===== src/rtl/mem_access.sv =====
// Memory stage of the 5-stage core: issues loads/stores on a valid/ready data port,
// extends load data, stalls execute while memory is busy and registers one writeback record.
`ifndef OP_LOAD
`define OP_LOAD      5'b00000
`define OP_STORE     5'b01000
`define OP_ARITH     5'b01100
`define OP_IMM_ARITH 5'b00100
`define OP_JAL       5'b11011
`define OP_JALR      5'b11001
`define OP_LUI       5'b01101
`define OP_AUIPC     5'b00101
`define OP_BRANCH    5'b11000
`endif

module mem_access #(
    parameter int XLEN       = 32,
    parameter int REG_ADDR_W = 5,
    parameter int EX_W       = 4
) (
    input  logic                  clk,
    input  logic                  reset,
    input  logic                  pipeline_in_valid,
    input  logic [4:0]            opcode_in,
    input  logic [2:0]            funct_in,
    input  logic                  nop_instr_in,
    input  logic [EX_W-1:0]       exception_in,
    input  logic                  exception_in_valid,
    input  logic [XLEN-1:0]       result_in,
    input  logic [XLEN-1:0]       store_addr_in,
    input  logic [REG_ADDR_W-1:0] rd_addr_in,
    output logic                  stall_out,
    output logic                  dmem_req_valid,
    input  logic                  dmem_req_ready,
    output logic                  dmem_req_we,
    output logic [XLEN-1:0]       dmem_req_addr,
    output logic [XLEN-1:0]       dmem_req_wdata,
    output logic [3:0]            dmem_req_wstrb,
    input  logic                  dmem_resp_valid,
    input  logic [XLEN-1:0]       dmem_resp_rdata,
    output logic                  pipeline_out_valid,
    output logic                  wb_en,
    output logic [XLEN-1:0]       wb_data,
    output logic [REG_ADDR_W-1:0] rd_addr_out,
    output logic                  nop_instr_out,
    output logic [EX_W-1:0]       exception_out,
    output logic                  exception_out_valid
);

    typedef enum logic {IDLE, WAIT_RESP} state_t;

    localparam logic [EX_W-1:0] EXC_ILLEGAL    = EX_W'(2);
    localparam logic [EX_W-1:0] EXC_LOAD_MISAL = EX_W'(4);
    localparam logic [EX_W-1:0] EXC_STORE_MISAL = EX_W'(6);

    state_t state, next_state;

    logic            is_load, is_store, is_mem;
    logic            funct_legal, misaligned, writes_rd;
    logic [XLEN-1:0] addr;
    logic [XLEN-1:0] byte_sel, half_sel, load_data;

    logic            rec_valid, rec_wb_en, rec_exc_valid;
    logic [XLEN-1:0] rec_data;
    logic [EX_W-1:0] rec_exc;

    assign is_load  = (opcode_in == `OP_LOAD);
    assign is_store = (opcode_in == `OP_STORE);
    assign is_mem   = is_load | is_store;
    assign addr     = is_load ? result_in : store_addr_in;

    assign funct_legal = is_load ? (funct_in inside {3'b000, 3'b001, 3'b010, 3'b100, 3'b101})
                                 : (funct_in inside {3'b000, 3'b001, 3'b010});
    assign misaligned  = (funct_in[1:0] == 2'b01 && addr[0]) ||
                         (funct_in[1:0] == 2'b10 && addr[1:0] != 2'b00);
    assign writes_rd   = opcode_in inside {`OP_ARITH, `OP_IMM_ARITH, `OP_JAL,
                                           `OP_JALR, `OP_LUI, `OP_AUIPC};

    // Request fields come straight from execute: the stall keeps them stable until completion.
    assign dmem_req_we   = is_store;
    assign dmem_req_addr = {addr[XLEN-1:2], 2'b00};

    always_comb begin
        // NOTE: every output of a combinational block gets a default first so no latch is inferred.
        dmem_req_wstrb = 4'b1111;
        dmem_req_wdata = result_in;
        case (funct_in[1:0])
            2'b00: begin
                dmem_req_wstrb = 4'b0001 << addr[1:0];
                dmem_req_wdata = {(XLEN/8){result_in[7:0]}};
            end
            2'b01: begin
                dmem_req_wstrb = 4'b0011 << addr[1:0];
                dmem_req_wdata = {(XLEN/16){result_in[15:0]}};
            end
            default: ;
        endcase
    end

    assign byte_sel = dmem_resp_rdata >> {addr[1:0], 3'b000};
    assign half_sel = dmem_resp_rdata >> {addr[1], 4'b0000};

    always_comb begin
        case (funct_in)
            3'b000:  load_data = {{(XLEN-8){byte_sel[7]}}, byte_sel[7:0]};
            3'b001:  load_data = {{(XLEN-16){half_sel[15]}}, half_sel[15:0]};
            3'b100:  load_data = {{(XLEN-8){1'b0}}, byte_sel[7:0]};
            3'b101:  load_data = {{(XLEN-16){1'b0}}, half_sel[15:0]};
            default: load_data = dmem_resp_rdata;
        endcase
    end

    always_ff @(posedge clk) begin
        // NOTE: sequential state uses non-blocking assignments so all flops update together.
        if (reset) state <= IDLE;
        else       state <= next_state;
    end

    always_comb begin
        next_state     = state;
        dmem_req_valid = 1'b0;
        stall_out      = 1'b0;
        rec_valid      = 1'b0;
        rec_wb_en      = 1'b0;
        rec_data       = result_in;
        rec_exc        = '0;
        rec_exc_valid  = 1'b0;
        case (state)
            IDLE: begin
                if (pipeline_in_valid) begin
                    if (nop_instr_in) begin
                        rec_valid = 1'b1;
                    end else if (exception_in_valid) begin
                        rec_valid     = 1'b1;
                        rec_exc       = exception_in;
                        rec_exc_valid = 1'b1;
                    end else if (is_mem && !funct_legal) begin
                        rec_valid     = 1'b1;
                        rec_exc       = EXC_ILLEGAL;
                        rec_exc_valid = 1'b1;
                    end else if (is_mem && misaligned) begin
                        rec_valid     = 1'b1;
                        rec_exc       = is_load ? EXC_LOAD_MISAL : EXC_STORE_MISAL;
                        rec_exc_valid = 1'b1;
                    end else if (is_mem) begin
                        dmem_req_valid = 1'b1;
                        if (!dmem_req_ready) begin
                            stall_out = 1'b1;
                        end else if (is_load) begin
                            stall_out  = 1'b1;
                            next_state = WAIT_RESP;
                        end else begin
                            rec_valid = 1'b1;
                        end
                    end else begin
                        rec_valid = 1'b1;
                        rec_wb_en = writes_rd && (rd_addr_in != '0);
                    end
                end
            end
            WAIT_RESP: begin
                stall_out = !dmem_resp_valid;
                if (dmem_resp_valid) begin
                    rec_valid  = 1'b1;
                    rec_wb_en  = (rd_addr_in != '0);
                    rec_data   = load_data;
                    next_state = IDLE;
                end
            end
            default: next_state = IDLE;
        endcase
    end

    // Bubble cycles clear the valid/enable flags but leave the last record's payload in place.
    always_ff @(posedge clk) begin
        if (reset) begin
            pipeline_out_valid  <= 1'b0;
            wb_en               <= 1'b0;
            wb_data             <= '0;
            rd_addr_out         <= '0;
            nop_instr_out       <= 1'b0;
            exception_out       <= '0;
            exception_out_valid <= 1'b0;
        end else begin
            pipeline_out_valid  <= rec_valid;
            wb_en               <= rec_wb_en;
            exception_out_valid <= rec_exc_valid;
            if (rec_valid) begin
                wb_data       <= rec_data;
                rd_addr_out   <= rd_addr_in;
                nop_instr_out <= nop_instr_in;
                exception_out <= rec_exc;
            end
        end
    end

endmodule


===== config.mk =====
export PLATFORM = sky130hd
export DESIGN_NAME = mem_access
export DESIGN_NICKNAME = d
export VERILOG_FILES = /design/src/rtl/mem_access.sv
export SDC_FILE = /design/constraint.sdc
export NUM_CORES = 1
export LEC_CHECK = 0
export CORE_MARGIN = 5
export CORE_UTILIZATION = 55
export CTS_BUF_LIST = sky130_fd_sc_hd__clkbuf_4 sky130_fd_sc_hd__clkbuf_8 sky130_fd_sc_hd__clkbuf_16
export CTS_CLUSTER_DIAMETER = 120
export DETAILED_ROUTE_END_ITERATION = 10
export DONT_BUFFER_PORTS = 1
export PLACE_DENSITY = 0.7
export SLEW_MARGIN = 15
export SYNTH_ARGS = -nofsm -noshare
export SYNTH_HDL_FRONTEND = slang
export SYNTH_SLANG_ARGS = --single-unit
export TNS_END_PERCENT = 10

===== constraint.sdc =====
create_clock -name clk -period 2.67 [get_ports clk]
set_clock_uncertainty 0.1 [all_clocks]
set_input_delay 0.267 -clock clk [delete_from_list [all_inputs] [get_ports clk]]
set_output_delay 0.267 -clock clk [all_outputs]
set_load 0.05 [all_outputs]

==> flow_summary.json <==
{
  "ant_nets": 0,
  "min_period_ps": 2350,
  "outcome": "finished clean",
  "post-place-ws_ps": 212,
  "cts_buffers": 5,
  "r2r_cells": 4,
  "rows": 30,
  "cts_tree": "yes",
  "critical_path.max_stage_delay_ps": 720,
  "crit_path_top_delay_cell": "or4_1",
  "clockRootBuffer": "clkbuf_8",
  "path_clk_slew_ps": 90,
  "clockBufferDepth": 2,
  "synth_area_sq_mm": 0.00374,
  "ctsResizeCount": 0,
  "crit_path_max_fanout": 6,
  "maxCapViolations": 0,
  "hold_path_end": "wb_data[25]",
  "clk-insertion-delay-late_ps": 300,
  "switchingPower_mw": 0.812,
  "slew_headroom_pct": 43.8,
  "hold_start": "dmem_resp_rdata[25]",
  "fin_cells": 508,
  "cts-htree-levels": 2,
  "antenna_found_initial": 0,
  "setup_violations": 0,
  "hold_viol": 0,
  "ff2ff_setup_slack_ps": 830,
  "async_reset_ff_share_pct": 0,
  "viasPerCell": 7.17,
  "crit_type": "in2out",
  "gp_congestion": 0.898,
  "ys_seq_area_share_pct": 24.6,
  "crit_arrival_ps": 1980,
  "setup_slack_ps": 321,
  "insertedDiodeCount": 0,
  "internal-power_mw": 1.19,
  "path_cells": "or4_1, o21ai_2, nand2_1, a21oi_1, o21ai_1, buf_4",
  "port_buffers": 0,
  "ys.flop_type": "dfxtp_1",
  "min_path_cells": 2,
  "wl_per_cell_um": 27.5,
  "vias": 3643,
  "rsz0062_at_grt": "no",
  "first_pass_iters": 5,
  "grt_pass1_wl_mm": 20.8,
  "final_util_pct": 59.9,
  "placedCellCount": 491,
  "clkPwrFrac_pct": 26.9,
  "grt_util_all_layers_pct": 30.9,
  "die_y_um": 92.4,
  "holdWs_ps": 3.85,
  "p_per_area_mw_per_mm2": 499,
  "fin_area_sq_mm": 0.00402,
  "period_share_pct": 88.0,
  "grt_max_degree": 46,
  "postCtsSetupRepairBufs": 0,
  "drt_iter0_drc": 234,
  "tightest_slew_ps": 840,
  "dp.final_hpwl_mm": 10.7,
  "core_region_area_sq_mm": 0.00672,
  "worstSetupEndpointType": "output port",
  "first_global_vias": 3610,
  "ys_warn_count": 0,
  "drv_slew": 0,
  "p_leak_nw": 1.54,
  "r2r-start": "state",
  "seqPwrFrac_pct": 44.1,
  "start_util_pct": 55.6,
  "design.die.area_sq_mm": 0.00854,
  "synth_edf_count": 0,
  "yosysUniqueCellTypes": 56,
  "r2r_end": "wb_data[13]",
  "fin_nets": 547,
  "irDropWorstVdd_mv": 0.270,
  "startpoint_type": "input port",
  "drive_above_1_share_pct": 29.0,
  "min_path_type": "in2reg",
  "post_dp_cell_area_sq_mm": 0.00381,
  "p_sw_share_pct": 40.5,
  "area_growth_pct": 7.63,
  "wirelength_mm": 14.0,
  "required_ps": 2300,
  "die_w_um": 92.4,
  "overflow": 0,
  "synth_seq_cells": 46,
  "syn_avg_cell_area_sq_um": 8.75,
  "cts_num_sinks": 46,
  "comb_power_share_pct": 29.1,
  "synthCells": 427,
  "max_freq_mhz": 426,
  "drc": 0,
  "ioPinCount": 236
}
## per-stage QoR
stage | total power [mW] | setup TNS (ps)
2_1_floorplan | 1.43 | -67.8
3_3_place_gp | 1.45 | 0
3_5_place_dp | 1.46 | 0
4_1_cts | 2.01 | 0
5_1_grt | 2.07 | 0
6_report | 2.01 | 0
## kinds of logic (layout without fill, tap and decap cells)
| kind of cell | after synthesis | after routing | synth area share [%] |
|---|---|---|---|
| compound gates | 139 | 139 | 28.5 |
| other cells | 1 | 2 | 0.100 |
| mux | 86 | 86 | 25.5 |
| simple gates | 110 | 110 | 14.3 |
| buf+inv | 45 | 45 | 6.93 |
| flops | 46 | 46 | 24.6 |
## power groups by stage
stage / Sequential (mW) / Clock (mW) / Combinational, mW
6_report: 0.884 / 0.539 / 0.583
5_1_grt: 0.887 / 0.574 / 0.613
4_1_cts: 0.883 / 0.541 / 0.582
3_5_place_dp: 0.899 / 0 / 0.557
3_3_place_gp: 0.899 / 0 / 0.551
2_1_floorplan: 0.886 / 0 / 0.541
## timing repair
| action | CTS | global route |
|---|---|---|
| endpoints found under the hold margin | 35 | 0 |
| setup endpoints to repair | 0 | 0 |
| hold buffers | 9 | 0 |
## area by class of cell
type                    count  area, sq um
well taps                  80          100
fillers                   626         2700
inverters                   6         22.5
multi-input cells         337         2570
clock inverters             2         37.5
repair buffers             31          290
flip-flops and latches     46          921
clock buffers               6         76.3
## synthesized netlist by cell type (all sizes together), types with 5 or more instances
| cell type | n | area (sq um) |
|---|---|---|
| nor3 | 14 | 70.1 |
| nand3 | 6 | 35.0 |
| a221oi | 5 | 56.3 |
| mux2 | 54 | 608 |
| nand2 | 52 | 195 |
| a211oi | 11 | 128 |
| a22oi | 7 | 52.6 |
| a21oi | 24 | 124 |
| a221o | 5 | 50.1 |
| inv | 5 | 18.8 |
| a32oi | 5 | 43.8 |
| mux2i | 30 | 300 |
| nor2 | 23 | 110 |
| buf | 24 | 180 |
| o211ai | 23 | 228 |
| dfxtp | 46 | 921 |
| clkbuf | 15 | 56.3 |
| o21ai | 34 | 178 |
## critical path: cells and delay by family
family | cells | cell delay [ps]
AOI/OAI and AO/OA | 3 | 590
and+or+nand+nor | 2 | 910
buffers and inverters | 1 | 210
## worst max path at each step
stage	startpoint	end	slack, ps	depth (start not counted)
floorplan	opcode_in[3]	dmem_req_wstrb[2]	-70	7
global placement	opcode_in[4]	wb_data[23]	340	6
detailed placement	opcode_in[4]	wb_data[26]	210	6
CTS	opcode_in[4]	dmem_req_wstrb[2]	350	6
global route	state	stall_out	220	7
finish	opcode_in[4]	dmem_req_wstrb[2]	320	6
## layout by cell type, fill, tap and decap left out, types with 7 or more instances in the layout
master | synthesis | routed
o21ai_1 | 7 | 18
o211ai_1 | 12 | 12
mux2_2 | 54 | 54
buf_4 | 11 | 20
a21oi_1 | 23 | 23
dlygate4sd3_1 | 0 | 8
mux2i_1 | 30 | 30
a211oi_2 | 9 | 9
nor3_1 | 14 | 13
dfxtp_1 | 46 | 46
nor2_1 | 21 | 21
a22oi_1 | 7 | 7
o211ai_2 | 11 | 11
o21ai_0 | 25 | 14
nand2_1 | 52 | 52
## registers in the layout, indices dropped and copies added, names as in the netlist
name / flops
wb_data: 32
rd_addr_out: 5
exception_out: 4
exception_out_valid: 1
nop_instr_out: 1
pipeline_out_valid: 1
state: 1
wb_en: 1
## per-layer routing
layer  wire [um]  track usage (%)  vias to the layer above
met1        5360             37.8                     1748
met5           0                0                        -
met2        6680             51.4                      249
met3        1530             9.50                       38
met4         413             10.4                        0
li1            -                -                     1608
Power figures use the tool's default switching activity.
